<file path="src/rtl/bus_if_if.sv">
`default_nettype none
// ============================================================================
// Module      : bus_if_if
// Description : System-bus signal bundle between bus_if (master) and the bus.
//               bus_err exists only when BUS_IF_TIMEOUT_EN is defined.
// Revision    : 1.0 - initial release
// ============================================================================
interface bus_if_if;
    logic        bus_req_;
    logic        bus_grant_;
    logic [29:0] bus_addr;
    logic        bus_as_;
    logic        bus_rw;
    logic [31:0] bus_wr_data;
    logic [31:0] bus_rd_data;
    logic        bus_rdy_;
`ifdef BUS_IF_TIMEOUT_EN
    logic        bus_err;

    modport master (
        output bus_req_, bus_addr, bus_as_, bus_rw, bus_wr_data, bus_err,
        input  bus_grant_, bus_rd_data, bus_rdy_
    );
    modport slave (
        input  bus_req_, bus_addr, bus_as_, bus_rw, bus_wr_data, bus_err,
        output bus_grant_, bus_rd_data, bus_rdy_
    );
`else
    modport master (
        output bus_req_, bus_addr, bus_as_, bus_rw, bus_wr_data,
        input  bus_grant_, bus_rd_data, bus_rdy_
    );
    modport slave (
        input  bus_req_, bus_addr, bus_as_, bus_rw, bus_wr_data,
        output bus_grant_, bus_rd_data, bus_rdy_
    );
`endif
endinterface
`default_nettype wire

</file>
<file path="src/rtl/bus_if.sv">
`default_nettype none
// ============================================================================
// Module      : bus_if
// Description : Pipeline-side bus interface unit: arbitrates for the system
//               bus, runs one transfer with wait states, returns read data.
//               Optional ready timeout enabled by macro BUS_IF_TIMEOUT_EN.
// Revision    : 1.0 - initial release
// ============================================================================
module bus_if #(
    parameter int TIMEOUT_CYCLES = 255
) (
    input  logic        clk,
    input  logic        reset,
    input  logic        stall,
    input  logic        flush,
    output logic        busy,
    input  logic [29:0] addr,
    input  logic        as_,
    input  logic        rw,
    input  logic [31:0] wr_data,
    output logic [31:0] rd_data,
    bus_if_if.master    bus
);

    generate
        if (TIMEOUT_CYCLES < 1 || TIMEOUT_CYCLES > 255) begin : g_bad_timeout
            $error("bus_if: TIMEOUT_CYCLES must be within 1..255");
        end
    endgenerate

    typedef enum logic [1:0] {
        ST_IDLE   = 2'd0,
        ST_REQ    = 2'd1,
        ST_ACCESS = 2'd2,
        ST_STALL  = 2'd3
    } state_t;

    state_t      r_state;
    logic        r_bus_req_;
    logic        r_bus_as_;
    logic        r_bus_rw;
    logic [29:0] r_bus_addr;
    logic [31:0] r_bus_wr_data;
    logic [31:0] r_rd_buf;

    logic        w_ready;
    logic        w_abort;
    logic        w_done;

    // Ready is only meaningful in ACCESS; a ready seen during REQ is ignored.
    assign w_ready = (r_state == ST_ACCESS) && !bus.bus_rdy_;

`ifdef BUS_IF_TIMEOUT_EN
    localparam logic [7:0] c_TMO_LAST = 8'(TIMEOUT_CYCLES - 1);

    logic [7:0] r_tmo_cnt;
    logic       r_bus_err;

    // Abort on the ACCESS cycle whose increment would reach the limit.
    assign w_abort = (r_state == ST_ACCESS) && bus.bus_rdy_ && (r_tmo_cnt == c_TMO_LAST);

    always_ff @(posedge clk) begin
        if (reset) begin
            r_tmo_cnt <= 8'd0;
            r_bus_err <= 1'b0;
        end else begin
            r_bus_err <= w_abort;
            if (r_state == ST_REQ) begin
                r_tmo_cnt <= 8'd0;
            end else if (r_state == ST_ACCESS && bus.bus_rdy_) begin
                r_tmo_cnt <= r_tmo_cnt + 8'd1;
            end
        end
    end

    assign bus.bus_err = r_bus_err;
`else
    assign w_abort = 1'b0;
`endif

    assign w_done = w_ready || w_abort;

    always_ff @(posedge clk) begin
        if (reset) begin
            r_state       <= ST_IDLE;
            r_bus_req_    <= 1'b1;
            r_bus_as_     <= 1'b1;
            r_bus_rw      <= 1'b1;
            r_bus_addr    <= 30'd0;
            r_bus_wr_data <= 32'd0;
            r_rd_buf      <= 32'd0;
        end else begin
            r_bus_as_ <= 1'b1;
            case (r_state)
                ST_IDLE: begin
                    if (!as_ && !flush) begin
                        r_bus_req_    <= 1'b0;
                        r_bus_addr    <= addr;
                        r_bus_rw      <= rw;
                        r_bus_wr_data <= wr_data;
                        r_state       <= ST_REQ;
                    end
                end
                ST_REQ: begin
                    if (!bus.bus_grant_) begin
                        r_bus_as_ <= 1'b0;
                        r_state   <= ST_ACCESS;
                    end
                end
                ST_ACCESS: begin
                    if (w_done) begin
                        r_bus_req_ <= 1'b1;
                        r_rd_buf   <= w_abort ? 32'd0 : bus.bus_rd_data;
                        r_state    <= stall ? ST_STALL : ST_IDLE;
                    end
                end
                ST_STALL: begin
                    if (!stall) begin
                        r_state <= ST_IDLE;
                    end
                end
                default: r_state <= ST_IDLE;
            endcase
        end
    end

    // busy drops in the completion cycle itself so the pipeline can advance.
    always_comb begin
        busy    = 1'b0;
        rd_data = 32'd0;
        case (r_state)
            ST_IDLE:   busy = !as_ && !flush;
            ST_REQ:    busy = 1'b1;
            ST_ACCESS: begin
                busy = !w_done;
                if (w_ready && r_bus_rw) begin
                    rd_data = bus.bus_rd_data;
                end
            end
            ST_STALL:  rd_data = r_rd_buf;
            default:   busy = 1'b0;
        endcase
    end

    assign bus.bus_req_    = r_bus_req_;
    assign bus.bus_as_     = r_bus_as_;
    assign bus.bus_rw      = r_bus_rw;
    assign bus.bus_addr    = r_bus_addr;
    assign bus.bus_wr_data = r_bus_wr_data;

endmodule
`default_nettype wire

</file>
<file path="src/flat_wrapper.sv">
// flat-port wrapper written by rule: the top's interface ports become plain ports
module bus_if_flat 
#(
    parameter int TIMEOUT_CYCLES = 255
)
  (clk, reset, stall, flush, busy, addr, as_, rw, wr_data, rd_data, bus_bus_req_, bus_bus_addr, bus_bus_as_, bus_bus_rw, bus_bus_wr_data, bus_bus_grant_, bus_bus_rd_data, bus_bus_rdy_);
  bus_if_if bus_i ();
  input  logic clk;
  input  logic reset;
  input  logic stall;
  input  logic flush;
  output logic busy;
  input  logic [29:0] addr;
  input  logic as_;
  input  logic rw;
  input  logic [31:0] wr_data;
  output logic [31:0] rd_data;
  output wire logic [$bits(bus_i.bus_req_)-1:0] bus_bus_req_;
  output wire logic [$bits(bus_i.bus_addr)-1:0] bus_bus_addr;
  output wire logic [$bits(bus_i.bus_as_)-1:0] bus_bus_as_;
  output wire logic [$bits(bus_i.bus_rw)-1:0] bus_bus_rw;
  output wire logic [$bits(bus_i.bus_wr_data)-1:0] bus_bus_wr_data;
  input wire logic [$bits(bus_i.bus_grant_)-1:0] bus_bus_grant_;
  input wire logic [$bits(bus_i.bus_rd_data)-1:0] bus_bus_rd_data;
  input wire logic [$bits(bus_i.bus_rdy_)-1:0] bus_bus_rdy_;
  assign bus_bus_req_ = bus_i.bus_req_;
  assign bus_bus_addr = bus_i.bus_addr;
  assign bus_bus_as_ = bus_i.bus_as_;
  assign bus_bus_rw = bus_i.bus_rw;
  assign bus_bus_wr_data = bus_i.bus_wr_data;
  assign bus_i.bus_grant_ = bus_bus_grant_;
  assign bus_i.bus_rd_data = bus_bus_rd_data;
  assign bus_i.bus_rdy_ = bus_bus_rdy_;
  bus_if #(.TIMEOUT_CYCLES(TIMEOUT_CYCLES)) u_core (.clk(clk), .reset(reset), .stall(stall), .flush(flush), .busy(busy), .addr(addr), .as_(as_), .rw(rw), .wr_data(wr_data), .rd_data(rd_data), .bus(bus_i));
endmodule
</file>
<file path="config.mk">
export PLATFORM = sky130hd
export DESIGN_NAME = bus_if_flat
export DESIGN_NICKNAME = d
export VERILOG_FILES = /design/src/rtl/bus_if_if.sv /design/src/rtl/bus_if.sv /design/src/flat_wrapper.sv
export SDC_FILE = /design/constraint.sdc
export NUM_CORES = 1
export LEC_CHECK = 0
export BUFFER_PORTS_ARGS = -buffer_cell sky130_fd_sc_hd__buf_2
export CAP_MARGIN = 5
export CORE_UTILIZATION = 40
export DETAILED_ROUTE_END_ITERATION = 7
export PLACE_DENSITY = 0.7
export SYNTH_ARGS = -nofsm -noshare
export SYNTH_HDL_FRONTEND = slang
export SYNTH_SLANG_ARGS = --single-unit
</file>
<file path="constraint.sdc">
create_clock -name clk -period 2.1 [get_ports clk]
set_input_delay 0.21 -clock clk [delete_from_list [all_inputs] [get_ports clk]]
set_output_delay 0.21 -clock clk [all_outputs]
set_load 0.02 [all_outputs]
</file>
==> flow_summary.json <==
{
  "place.gp.congestion": 0.734,
  "status": "finished clean",
  "grt_pass1_vias": 3481,
  "grt_overflow": 0,
  "critPathMaxStageDelay_ns": 0.43,
  "period_needed_ns": 1.92,
  "min_to": "u_core.bus.bus_addr[2]",
  "worstPathArrival_ns": 1.71,
  "drc": 0,
  "total_power_mw": 3.96,
  "fmaxAchievable_mhz": 522,
  "avgViaCountPerCell": 4.87,
  "syn_area_um2": 4040,
  "crit_chain": "nor3b_4 -> buf_12 -> a22oi_1 -> nor2b_1 -> buf_2",
  "synth_area_leaders": "dfxtp_1 49%, nand2_1 18%, a21oi_1 12%",
  "avgSynthCellArea_um2": 7.90,
  "r2r_cells": 4,
  "cp.required_ns": 1.89,
  "syn-instance-count": 511,
  "gr-usage-all-layers_pct": 19.5,
  "drv_cap": 0,
  "drive_gt1_share_pct": 33.5,
  "ys_seq_area_share_pct": 49.1,
  "synth_nets": 613,
  "core_region_area_um2": 9770,
  "die_y_um": 102,
  "synth.distinct_cells": 22,
  "path_class": "flop to output port",
  "initial_utilization_pct": 41.3,
  "ir_worst_vdd_mv": 0.324,
  "slew_headroom_pct": 55.3,
  "tritoncts": "built",
  "synthArstFlopShare_pct": 0,
  "slew_viol_final": 0,
  "p_sw_mw": 1.08,
  "hold_path_startpoint": "addr[2]",
  "power_density_nw_per_um2": 745,
  "fin_skew_ns": 0.00695,
  "firstDrtPassIters": 4,
  "root_buffer": "clkbuf_8",
  "yosysTopAreaCell": "dfxtp_1",
  "wl_per_cell_um": 12.9,
  "clk_transition_reported_paths_ns": 0.10,
  "cp_max_fo": 27,
  "drt_wl_total_um": 10700,
  "ant_nets": 0,
  "start_kind": "flop",
  "fp.dieW_um": 102,
  "synth_edf_count": 0,
  "grt_max_degree": 54,
  "intPower_mw": 2.88,
  "seqPwrFrac_pct": 50.5,
  "p_leak_nw": 2.33,
  "swShare_pct": 27.3,
  "clk_latency_ns": 0.36,
  "cts_sinks": 99,
  "numCtsBuffers": 9,
  "drt-initial-drc-count": 102,
  "fp.dieArea_um2": 10500,
  "hpwl_um": 7630,
  "rsz0062_at_grt": "false",
  "hold_viol": 0,
  "ys.flop_type": "dfxtp_1",
  "comb_power_share_pct": 15.9,
  "r2r_setup_slack_ns": 0.37,
  "antenna_found_initial": 0,
  "n_antenna_cell": 0,
  "yosysTopAreaCellShare_pct": 49.1,
  "hp-class": "input port to flop",
  "syn_to_final_growth_pct": 31.8,
  "worstMarginPinSlew_ns": 0.670,
  "yosys_warnings": 0,
  "reg2reg_to": "u_core.r_rd_buf[17]",
  "setup_violations": 0,
  "final_core_util_pct": 54.4,
  "slowest_stage": "dfxtp_2",
  "vias": 4038,
  "rows": 36,
  "finalCritPeriodShare_pct": 91.3,
  "ios": 200,
  "p_clk_share_pct": 33.6,
  "fin_nets": 793,
  "cts_buffer_depth": 2,
  "numPortBuffers": 199,
  "ys_ff_latch": 99,
  "rr_startpoint": "u_core.r_state[1]",
  "crit_path_end_kind": "output port",
  "ctsResizeCount": 0,
  "cts.htree.levels": 3,
  "tns_ns": 0,
  "grt_first_pass_wirelength_um": 16000,
  "holdPathStages": 3
}
## registers in the layout, summed over array words and instances, names as in the netlist
signal                  cells
u_core.bus.bus_as_          1
u_core.bus.bus_rw           1
u_core.r_state              2
u_core.bus.bus_addr        30
u_core.r_rd_buf            32
u_core.bus.bus_req_         1
u_core.bus.bus_wr_data     32
## critical path, delay by kind of cell, from the launching register on
family | cells | cell delay (ns)
simple gates | 2 | 0.44
flops | 1 | 0.43
buf+inv | 2 | 0.40
compound gates | 1 | 0.08
## cells in the final DEF (no fill, tap or decap)
cell        instances
buf_2             199
nand2_1           191
dfxtp_1            98
a21oi_1            96
a22oi_1            32
nor2b_1            32
clkbuf_8            9
buf_4               8
buf_12              5
nor3b_4             2
nor2_1              2
nor3_1              2
a211oi_1            2
inv_1               2
bufinv_16           2
clkinv_4            2
nand2b_1            1
nor4_4              1
or4_4               1
or3b_2              1
a211o_1             1
nand3_1             1
a311oi_1            1
nand3b_1            1
clkinv_2            1
clkinvlp_4          1
clkbuf_1            1
dfxtp_2             1
## metal layers
layer | wire [µm] | vias up | GRT usage (%)
met5 | 0 | - | 0
met4 | 198 | 0 | 8.68
met3 | 925 | 13 | 5.81
met2 | 5160 | 159 | 33.5
met1 | 4410 | 1828 | 22.4
li1 | - | 2038 | -
## stage by stage
| stage | std cells | setup WS, ns | hold WS, ns | cell area [µm²] |
|---|---|---|---|---|
| floorplan | 511 | 0.438 | 0.330 | 4040 |
| global placement | 812 | 0.409 | 0.437 | 5090 |
| detailed placement | 812 | 0.371 | 0.444 | 5090 |
| CTS | 828 | 0.0397 | 0.0555 | 5310 |
| global route | 829 | 0.0668 | 0.0588 | 5320 |
| finish | 829 | 0.183 | 0.0739 | 5320 |
## worst max-delay path by stage
| stage | start | to | slack (ns) |
|---|---|---|---|
| 4_1_cts | u_core.r_state[0] | rd_data[0] | 0.04 |
| 5_1_grt | u_core.r_state[0] | rd_data[13] | 0.07 |
| 6_report | u_core.r_state[0] | rd_data[5] | 0.18 |
| 3_3_place_gp | u_core.r_state[1] | u_core.r_rd_buf[18] | 0.41 |
| 3_5_place_dp | u_core.r_state[1] | u_core.r_rd_buf[15] | 0.37 |
| 2_1_floorplan | u_core.bus.bus_rw | rd_data[10] | 0.44 |
## timing repair
item	4_1_cts	5_1_grt
buffers inserted	0	1
hold buffers	0	0
endpoints found under the setup margin	0	24
## synth_stat cells, types with 2 or more instances
| master | n |
|---|---|
| a211oi_1 | 2 |
| a21oi_1 | 96 |
| a22oi_1 | 32 |
| buf_2 | 8 |
| buf_6 | 13 |
| clkbuf_1 | 21 |
| dfxtp_1 | 99 |
| inv_1 | 2 |
| nand2_1 | 191 |
| nor2_1 | 2 |
| nor2b_1 | 32 |
| nor3_1 | 2 |
| nor3b_2 | 2 |
## area by class of cell
cell class	count	area (µm²)
multi-input cells	367	1790
repair buffers	212	1160
clock buffers	10	128
well taps	133	166
inverters	2	7.51
fillers	948	4460
clock inverters	6	90.1
flip-flops and latches	99	1980
## power groups by stage
stage | logic [mW] | clock network [mW] | registers [mW]
final | 0.629 | 1.33 | 2.00
after global routing | 0.695 | 1.44 | 2.01
after CTS | 0.634 | 1.38 | 2.00
after detailed placement | 0.632 | 0 | 2.05
after global placement | 0.619 | 0 | 2.04
after floorplan | 0.314 | 0 | 2.12
## cell families (layout without fill, tap and decap cells)
group                  after synthesis  count (layout)  synth area share [%]
AOI/OAI and AO/OA                  132             132                  18.7
and+or+nand+nor                    235             235                  25.3
buffers and inverters               45             230                  6.95
DFF                                 99              99                  49.1
No activity file was read; power rests on OpenSTA's default activity.
